File: src/rtl/cpu_run_ctrl_if.sv
// Run-control bus: operator switches and CPU halt in,
// CPU clock-enable/reset and status out.
interface cpu_run_ctrl_if;
    logic        sw_go;
    logic        sw_rst;
    logic        sw_speed;
    logic        btn_step;
    logic        halt_req;
    logic        cpu_ce;
    logic        cpu_rst;
    logic [1:0]  speed_sel;
    logic [2:0]  state;
    logic [31:0] cycle_cnt;

    modport master (
        output sw_go, sw_rst, sw_speed, btn_step, halt_req,
        input  cpu_ce, cpu_rst, speed_sel, state, cycle_cnt
    );

    modport slave (
        input  sw_go, sw_rst, sw_speed, btn_step, halt_req,
        output cpu_ce, cpu_rst, speed_sel, state, cycle_cnt
    );
endinterface

File: src/rtl/cpu_run_ctrl.sv
// CPU run controller: debounced operator switches drive a
// run/pause/step/halt FSM that gates the CPU clock enable.
module cpu_run_ctrl #(
    parameter int unsigned DIV_BASE   = 10_000_000,
    parameter int unsigned DEB_CYCLES = 1_000_000
) (
    input  logic           clk,
    input  logic           rst_n,
    cpu_run_ctrl_if.slave  bus
);

    typedef enum logic [2:0] {
        RSTH  = 3'd0,
        PAUSE = 3'd1,
        RUN   = 3'd2,
        STEP  = 3'd3,
        HALT  = 3'd4
    } state_e;

    // Channel order in the vectors: go, rst, speed, step.
    localparam int CW = (DEB_CYCLES > 1) ? $clog2(DEB_CYCLES) : 1;
    localparam logic [CW-1:0] DEB_LAST = CW'(DEB_CYCLES - 1);

    localparam int unsigned P0 = (DIV_BASE      > 0) ? DIV_BASE      : 1;
    localparam int unsigned P1 = (DIV_BASE / 2  > 0) ? DIV_BASE / 2  : 1;
    localparam int unsigned P2 = (DIV_BASE / 4  > 0) ? DIV_BASE / 4  : 1;
    localparam int unsigned P3 = (DIV_BASE / 16 > 0) ? DIV_BASE / 16 : 1;

    logic [3:0]          raw;
    logic [3:0]          s1_q, s2_q;
    logic [3:0]          deb_q, deb_d;
    logic [3:0][CW-1:0]  deb_cnt_q, deb_cnt_d;
    logic [1:0]          edge_q;
    logic                speed_rise, step_rise;
    logic [1:0]          speed_q, speed_d;
    logic [31:0]         period;
    logic [31:0]         tick_cnt_q, tick_cnt_d;
    logic                tick;
    state_e              state_q, state_d;
    logic                cpu_ce_q, cpu_ce_d;
    logic                cpu_rst_q, cpu_rst_d;
    logic [31:0]         cycle_cnt_q, cycle_cnt_d;

    assign raw = {bus.btn_step, bus.sw_speed, bus.sw_rst, bus.sw_go};

    // Debounce: adopt the synchronized level once it has held
    // a different value for DEB_CYCLES consecutive cycles.
    always_comb begin
        for (int i = 0; i < 4; i++) begin
            deb_d[i]     = deb_q[i];
            deb_cnt_d[i] = '0;
            if (s2_q[i] != deb_q[i]) begin
                if (deb_cnt_q[i] == DEB_LAST) begin
                    deb_d[i] = s2_q[i];
                end else begin
                    deb_cnt_d[i] = deb_cnt_q[i] + 1'b1;
                end
            end
        end
    end

    assign speed_rise = deb_q[2] & ~edge_q[0];
    assign step_rise  = deb_q[3] & ~edge_q[1];

    // Tick period for the current speed and the tick strobe.
    always_comb begin
        period = P0;
        unique case (speed_q)
            2'd0: period = P0;
            2'd1: period = P1;
            2'd2: period = P2;
            2'd3: period = P3;
            default: period = P0;
        endcase
        tick = (tick_cnt_q == period - 32'd1);
    end

    // Next-state decode; soft reset beats everything else.
    always_comb begin
        state_d = state_q;
        if (deb_q[1]) begin
            state_d = RSTH;
        end else begin
            unique case (state_q)
                RSTH:  state_d = PAUSE;
                PAUSE: begin
                    if (deb_q[0])      state_d = RUN;
                    else if (step_rise) state_d = STEP;
                end
                RUN: begin
                    if (bus.halt_req)  state_d = HALT;
                    else if (!deb_q[0]) state_d = PAUSE;
                end
                STEP:  state_d = bus.halt_req ? HALT : PAUSE;
                HALT:  state_d = HALT;
                default: state_d = RSTH;
            endcase
        end
    end

    // Outputs are computed from the next state so the registered
    // ce/rst line up with the state they belong to.
    always_comb begin
        speed_d    = speed_rise ? speed_q + 2'd1 : speed_q;
        tick_cnt_d = tick_cnt_q + 32'd1;
        if (state_q != RUN || speed_rise || tick) begin
            tick_cnt_d = '0;
        end
        cpu_rst_d = (state_d == RSTH);
        cpu_ce_d  = 1'b0;
        if (state_d == STEP) begin
            cpu_ce_d = 1'b1;
        end else if (state_q == RUN && state_d == RUN) begin
            cpu_ce_d = tick;
        end
        cycle_cnt_d = cycle_cnt_q;
        if (state_d == RSTH) begin
            cycle_cnt_d = '0;
        end else if (cpu_ce_q && cycle_cnt_q != 32'hFFFF_FFFF) begin
            cycle_cnt_d = cycle_cnt_q + 32'd1;
        end
    end

    // All state, including the FSM, in one register block.
    always_ff @(posedge clk or negedge rst_n) begin
        if (!rst_n) begin
            s1_q        <= '0;
            s2_q        <= '0;
            deb_q       <= '0;
            deb_cnt_q   <= '0;
            edge_q      <= '0;
            speed_q     <= '0;
            tick_cnt_q  <= '0;
            state_q     <= RSTH;
            cpu_ce_q    <= 1'b0;
            cpu_rst_q   <= 1'b1;
            cycle_cnt_q <= '0;
        end else begin
            s1_q        <= raw;
            s2_q        <= s1_q;
            deb_q       <= deb_d;
            deb_cnt_q   <= deb_cnt_d;
            edge_q      <= deb_q[3:2];
            speed_q     <= speed_d;
            tick_cnt_q  <= tick_cnt_d;
            state_q     <= state_d;
            cpu_ce_q    <= cpu_ce_d;
            cpu_rst_q   <= cpu_rst_d;
            cycle_cnt_q <= cycle_cnt_d;
        end
    end

    assign bus.cpu_ce    = cpu_ce_q;
    assign bus.cpu_rst   = cpu_rst_q;
    assign bus.speed_sel = speed_q;
    assign bus.state     = state_q;
    assign bus.cycle_cnt = cycle_cnt_q;

endmodule

File: src/flat_wrapper.sv
// flat-port wrapper written by rule: the top's interface ports become plain ports
module cpu_run_ctrl_flat 
#(
    parameter int unsigned DIV_BASE   = 10_000_000,
    parameter int unsigned DEB_CYCLES = 1_000_000
)
  (clk, rst_n, bus_sw_go, bus_sw_rst, bus_sw_speed, bus_btn_step, bus_halt_req, bus_cpu_ce, bus_cpu_rst, bus_speed_sel, bus_state, bus_cycle_cnt);
  cpu_run_ctrl_if bus_i ();
  input  logic clk;
  input  logic rst_n;
  input wire logic [$bits(bus_i.sw_go)-1:0] bus_sw_go;
  input wire logic [$bits(bus_i.sw_rst)-1:0] bus_sw_rst;
  input wire logic [$bits(bus_i.sw_speed)-1:0] bus_sw_speed;
  input wire logic [$bits(bus_i.btn_step)-1:0] bus_btn_step;
  input wire logic [$bits(bus_i.halt_req)-1:0] bus_halt_req;
  output wire logic [$bits(bus_i.cpu_ce)-1:0] bus_cpu_ce;
  output wire logic [$bits(bus_i.cpu_rst)-1:0] bus_cpu_rst;
  output wire logic [$bits(bus_i.speed_sel)-1:0] bus_speed_sel;
  output wire logic [$bits(bus_i.state)-1:0] bus_state;
  output wire logic [$bits(bus_i.cycle_cnt)-1:0] bus_cycle_cnt;
  assign bus_i.sw_go = bus_sw_go;
  assign bus_i.sw_rst = bus_sw_rst;
  assign bus_i.sw_speed = bus_sw_speed;
  assign bus_i.btn_step = bus_btn_step;
  assign bus_i.halt_req = bus_halt_req;
  assign bus_cpu_ce = bus_i.cpu_ce;
  assign bus_cpu_rst = bus_i.cpu_rst;
  assign bus_speed_sel = bus_i.speed_sel;
  assign bus_state = bus_i.state;
  assign bus_cycle_cnt = bus_i.cycle_cnt;
  cpu_run_ctrl #(.DIV_BASE(DIV_BASE), .DEB_CYCLES(DEB_CYCLES)) u_core (.clk(clk), .rst_n(rst_n), .bus(bus_i));
endmodule
File: config.mk
export PLATFORM = sky130hd
export DESIGN_NAME = cpu_run_ctrl_flat
export DESIGN_NICKNAME = d
export VERILOG_FILES = /design/src/rtl/cpu_run_ctrl_if.sv /design/src/rtl/cpu_run_ctrl.sv /design/src/flat_wrapper.sv
export SDC_FILE = /design/constraint.sdc
export NUM_CORES = 1
export LEC_CHECK = 0
export ABC_AREA = 1
export BUFFER_PORTS_ARGS = -buffer_cell sky130_fd_sc_hd__buf_2
export CORE_MARGIN = 2
export CORE_UTILIZATION = 25
export DETAILED_ROUTE_END_ITERATION = 12
export PLACE_DENSITY_LB_ADDON = 0.1
export SLEW_MARGIN = 20
export SYNTH_ARGS = -nofsm -noshare
export SYNTH_HDL_FRONTEND = slang
export SYNTH_SLANG_ARGS = --single-unit
File: constraint.sdc
create_clock -name clk -period 2 [get_ports clk]
set_input_delay 0.3 -clock clk [delete_from_list [all_inputs] [get_ports clk]]
set_output_delay 0.3 -clock clk [all_outputs]
set_load 0.02 [all_outputs]
After elaboration in Yosys (flattened, before gate mapping)

Cells that the tools add are included.

Add/sub/neg operators: 8
Equal/unequal tests: 20
Muxes and demuxes: 21
Bitwise gates (word level): 4
Reductions and logical operators: 12

Operator list:

| kind                                                   | count |
|---|---|
| two-way mux 20 bit                                     | 8 |
| one-hot mux 32 bit (4 select lines)                    | 1 |
| two-way mux 32 bit                                     | 3 |
| adder 20 x 1 -> 20 bit (second input constant)         | 4 |
| == test 20 bit (second input constant)                 | 4 |
| adder 32 x 1 -> 32 bit (second input constant)         | 2 |
| == test 32 bit                                         | 1 |
| inequality test 32 bit (second input constant)         | 1 |
| subtractor 32 x 1 -> 32 bit (second input constant)    | 1 |
| two-way mux 3 bit                                      | 6 |
| one-hot mux 3 bit (5 select lines)                     | 1 |
| == test 3 x 2 -> 1 bit (second input constant)         | 4 |
| AND reduction 2 bit                                    | 4 |
| logical NOT 3 bit                                      | 2 |
| == test 2 bit (second input constant)                  | 2 |
| inequality test 1 bit                                  | 4 |
| == test 3 x 1 -> 1 bit (second input constant)         | 1 |
| == test 3 bit (second input constant)                  | 1 |
| inequality test 3 x 2 -> 1 bit (second input constant) | 1 |
| adder 2 x 1 -> 2 bit (second input constant)           | 1 |
| AND 1 bit                                              | 2 |
| == test 2 x 1 -> 1 bit (second input constant)         | 1 |
| logical AND 1 bit                                      | 2 |
| logical NOT 2 bit                                      | 1 |
| 4 further kinds                                        | 7 |

Bits in registers: 165
Input port bits: 7
Output and inout bits: 39
Logic and storage cells: 82

Longest topological paths before layout

Word-level depth: 10
Gate-level depth with buffers: 13

Least setup slack after synthesis

OpenSTA, ideal clock, no wires.

Kind: reg-to-reg
Start: reg u_core.speed_q[0], in the netlist u_core.bus.speed_sel[0]
End: reg u_core.tick_cnt_q[6]
Arrival time: 1.910 ns
Data required time: 1.879 ns
Slack: -0.031 ns
Cell stages (with the launch flop): 11
Cell sequence: dfrtp_1 -> inv_1 -> ha_1 -> inv_1 -> o21ai_0 -> nand2_1 -> nor2_1 -> nand3_1 -> o21ai_2 -> buf_4 -> nor2_1

Word-level cells in the longest chain between the ends: 6
Elaborated cells between the ends (all ways): 9
Classes of those cells: 1 x add/sub; 4 x eq/ne; 2 x mux; 2 x reduce/logical

Ends and longest elaborated chain:

| item                                        | line                | RTL |
|---|---|---|
| from (decl)                                 | cpu_run_ctrl.sv:35  | `logic [1:0] speed_q, speed_d;` |
| from (signal assigned)                      | cpu_run_ctrl.sv:144 | `speed_q <= speed_d;` |
| == test 2 bit, or another cell as far along | cpu_run_ctrl.sv:68  | `unique case (speed_q)` |
| one-hot mux 32 bit (4 select lines) (*)     | cpu_run_ctrl.sv:68  |  |
| subtractor 32 x 1 -> 32 bit (*)             | cpu_run_ctrl.sv:75  | `tick = (tick_cnt_q == period - 32'd1);` |
| == test 32 bit (*)                          | cpu_run_ctrl.sv:75  |  |
| logical OR 1 bit (*)                        | cpu_run_ctrl.sv:106 | `if (state_q != RUN \|\| speed_rise \|\| tick) begin` |
| two-way mux 32 bit (*)                      | cpu_run_ctrl.sv:106 |  |
| net u_core.tick_cnt_d[6]                    | cpu_run_ctrl.sv:37  | `logic [31:0] tick_cnt_q, tick_cnt_d;` |
| to (signal assigned)                        | cpu_run_ctrl.sv:145 | `tick_cnt_q <= tick_cnt_d;` |
| to (decl)                                   | cpu_run_ctrl.sv:37  |  |

Mark *: on every way through the listed nets, which the timed path passes. The rest lies on a longest branch. The select of a mux whose other input is x is not followed.
A chain may end at the register's enable or synchronous reset.

Worst setup path in the final report

Start: reg u_core.speed_q[1], in the netlist u_core.bus.speed_sel[1]
End: reg u_core.tick_cnt_q[10]

The elaborated chain is that of the path after synthesis.

==> summary.md <==
| Metric | Value |
|---|---|
| Final WL | `29100 µm` |
| CP Capture Type | `flop` |
| Total die area | `41000 µm²` |
| Synth Net Count | `1431` |
| CTS max path bufs | `2` |
| Worst Path Required | `2.34 ns` |
| Layout Skew | `0.0148 ns` |
| Critical-path top delay cell | `dfrtp_2` |
| Endpoints failing setup | `32` |
| Post-route minimum period | `2.04 ns` |
| Final hold violations | `0` |
| Number of flops mapped to enable cells by yosys | `0` |
| Die Ht | `202 µm` |
| Final #Nets | `1560` |
| P&R area growth vs syn | `22.7%` |
| Slew Limit Fails | `0` |
| Crit path cell chain | `inv_4 -> buf_6 -> ha_4 -> inv_4 -> nand2_2 -> nand2_2 -> nor2_1 -> nand2_1 -> nor2_1 -> nand2_1 -> o21ai_4 -> buf_12 -> clkbuf_16 -> nor2_1` |
| DR pass1 iterations | `5` |
| Critical path type | `flop to flop` |
| Initial antenna violation count | `0` |
| GRT Overall Usage | `14.9%` |
| Net switching power | `0.00178 W` |
| Antenna Cells | `0` |
| Dpl hpwl | `22000 µm` |
| Syn avg cell area | `6.98 µm²` |
| Most frequent CP cell | `nor2_1` |
| Period utilisation layout | `102%` |
| DRT iter0 DRCs | `503` |
| Seq pwr share | `49.4%` |
| Failing checks | `negative setup slack` |
| Design area | `12100 µm²` |
| Share of the yosys chip area belonging to registers | `41.9%` |
| WP buf/inv | `5` |
| Largest net degree at the start of global routing | `52` |
| Gate power share | `2.9%` |
| First-pass GRT wire length | `48100 µm` |
| Int Pwr | `0.00507 W` |
| Inst Count DP | `2025` |
| Hold Crit Class | `input port to flop` |
| Rel. slew slack | `66.4%` |
| Max Freq | `0.491 GHz` |
| Mapped Area | `9850 µm²` |
| Io pins | `46` |
| Number of clock sinks | `165` |
| Global placer's final weighted congestion | `0.865` |
| Switching share of power | `26.0%` |
| Crit-path max FO | `8` |
| Root buf cell | `clkbuf_16` |
| Via/cell ratio | `4.34` |
| Final TNS setup | `-0.626 ns` |
| Top FF cell, synth | `dfrtp_1` |
| CP top delay family | `buffers and inverters` |
| Status | `complete, but fails checks` |
| Final Power | `0.00685 W` |
| Distinct cells, synth | `39` |
| TritonCTS clock tree | `built` |
| Antenna viol nets, final | `0` |
| Htree depth | `4` |
| Crit-path max cell delay | `0.48 ns` |
| Placed cell area | `11200 µm²` |
| Average wire per standard cell | `14.1 µm` |
| Reg clk slew, reported paths | `0.07 ns` |
| Worst skew pair latency | `0.45 ns` |
| Seq cells post-synth | `165` |
| Initial core utilization | `25.4%` |
| Peak supply drop | `0.556 mV` |
| Asr flop ratio synth | `100%` |
| Finished Layout Cells | `2070` |
| Detailed-route DRC error count | `0` |
| Vias in the first global route | `9049` |
| Core area | `38700 µm²` |
| Max-cap violation count | `0` |
| CTS buffer count | `17` |
| Clock share of power | `47.7%` |
| RSZ-0062 raised after global routing | `true` |
| Cells after Synth | `1410` |
| Vias | `8992` |
| Power Dens Cells | `567 nW/µm²` |
| Die X-Extent | `202 µm` |
| Post-route core utilization | `31.2%` |
| Leakage Power | `5.33 nW` |
| Congestion Overflow GR | `0` |
| Critical path startpoint category | `flop` |
| Port Buf Inserts | `45` |
| Syn. warnings | `0` |
| Layout cells sized above 1 | `12.7%` |
| Worst Path Arrival | `2.37 ns` |
| Row count | `72` |
| Worst Slack Setup Final | `-0.0363 ns` |
| Worst Max-Slew Pin Slew | `0.503 ns` |
[final timing paths]
check                                   startpoint                       end  slack (ns)  cells past startpoint
min                                   bus_halt_req       u_core.bus.state[2]        0.15                      3
min in group asynchronous                    rst_n      u_core.tick_cnt_q[9]        0.39                      2
min reg2reg                         u_core.s1_q[1]            u_core.s2_q[1]        0.35                      0
max                        u_core.bus.speed_sel[1]     u_core.tick_cnt_q[10]       -0.04                     14
max reg2reg                u_core.bus.speed_sel[1]     u_core.tick_cnt_q[10]       -0.04                     14
max in group asynchronous                    rst_n  u_core.bus.cycle_cnt[23]        0.97                      3
[kinds of logic after synthesis]
logic type | after synthesis | synth area share, %
buf+inv | 178 | 7.19
compound gates | 52 | 3.05
simple gates | 927 | 39.4
flops | 165 | 41.9
fa+ha+maj | 14 | 1.78
xor+xnor | 74 | 6.58
[state kept, by name, indices dropped and copies added, names as in the netlist]
signal,cells
u_core.bus.cpu_ce,1
u_core.bus.cpu_rst,1
u_core.bus.cycle_cnt,32
u_core.bus.speed_sel,2
u_core.bus.state,3
u_core.deb_cnt_q,80
u_core.deb_q,4
u_core.edge_q,2
u_core.s1_q,4
u_core.s2_q,4
u_core.tick_cnt_q,32
[through the flow]
step	setup slack, ns	hold slack (ns)
6_report	-0.0363	0.150
5_1_grt	-0.109	0.147
4_1_cts	0.0305	0.116
3_5_place_dp	-0.0123	0.320
3_3_place_gp	-0.0203	0.311
2_1_floorplan	0.0856	0.00441
[layout make-up]
class / instances / area (µm²)
Timing Repair Buffer: 124 / 968
Inverter: 164 / 628
Clock buffer: 17 / 425
Clock inverter: 15 / 140
Multi-Input combinational cell: 1067 / 5140
Sequential cell: 165 / 4130
Tap cell: 518 / 648
Fill cell: 4246 / 26700
[synth_stat cells (2+ instances only)]
cell | instances | share of area (%)
nor3b_1 | 4 | 0.31
nand3_1 | 104 | 5.3
nand2_2 | 5 | 0.32
a21oi_1 | 15 | 0.76
ha_1 | 14 | 1.8
nor2_1 | 298 | 11
nand3b_1 | 13 | 0.99
clkbuf_1 | 3 | 0.11
nor2_2 | 2 | 0.13
nand4_1 | 32 | 2.0
clkinv_1 | 2 | 0.076
o21ai_1 | 4 | 0.20
a211oi_1 | 3 | 0.23
xor2_1 | 53 | 4.7
nor2_4 | 2 | 0.23
o21bai_1 | 4 | 0.31
o21ai_0 | 21 | 1.1
buf_4 | 4 | 0.31
nor3_1 | 51 | 2.6
buf_2 | 4 | 0.20
xnor2_1 | 21 | 1.9
buf_6 | 2 | 0.23
o21a_1 | 2 | 0.15
nand2_1 | 410 | 16
inv_1 | 160 | 6.1
dfrtp_1 | 164 | 42
[cell usage in the layout (no fill, tap or decap), types with 6 or more instances in the layout]
| master | synthesis | final |
|---|---|---|
| nand2_1 | 410 | 404 |
| nor2_1 | 298 | 290 |
| dfrtp_1 | 164 | 162 |
| inv_1 | 160 | 155 |
| nand3_1 | 104 | 104 |
| buf_4 | 4 | 61 |
| xor2_1 | 53 | 53 |
| nor3_1 | 51 | 51 |
| buf_2 | 4 | 44 |
| nand4_1 | 32 | 32 |
| xnor2_1 | 21 | 21 |
| o21ai_0 | 21 | 20 |
| clkbuf_16 | 0 | 19 |
| a21oi_1 | 15 | 15 |
| nand3b_1 | 13 | 13 |
| nand2_2 | 5 | 10 |
| ha_1 | 14 | 8 |
| nor2_2 | 2 | 7 |
| buf_12 | 0 | 6 |
[power groups by stage]
stage          sequential [W]  clock [W]  combinational, W
6_report              0.00338    0.00327          0.000200
5_1_grt               0.00338    0.00357          0.000238
4_1_cts               0.00338    0.00344          0.000211
3_5_place_dp          0.00345          0          0.000203
3_3_place_gp          0.00345          0          0.000202
2_1_floorplan         0.00344          0         0.0000694
[metal layers]
| metal | GRT usage (%) | routed length [µm] | vias to the layer above |
|---|---|---|---|
| met4 | 4.56 | 436 | 0 |
| met5 | 0 | 0 | - |
| li1 | - | - | 4673 |
| met3 | 2.49 | 593 | 25 |
| met1 | 20.1 | 14500 | 4206 |
| met2 | 24.3 | 13500 | 88 |
[worst min-delay path: stages]
cell	delay, ns
buf_2	0.12
inv_1	0.07
a211oi_1	0.06
[what timing repair did]
| item | in CTS | in global routing |
|---|---|---|
| resized for setup | 2 | 41 |
| pin swaps | 0 | 17 |
| hold buffers | 5 | 0 |
| hold endpoints to repair | 50 | 0 |
| endpoints found under the setup margin | 32 | 37 |
| buffers inserted | 0 | 5 |
| gates cloned | 0 | 3 |
Note: power is estimated with default switching activity, not from simulation.
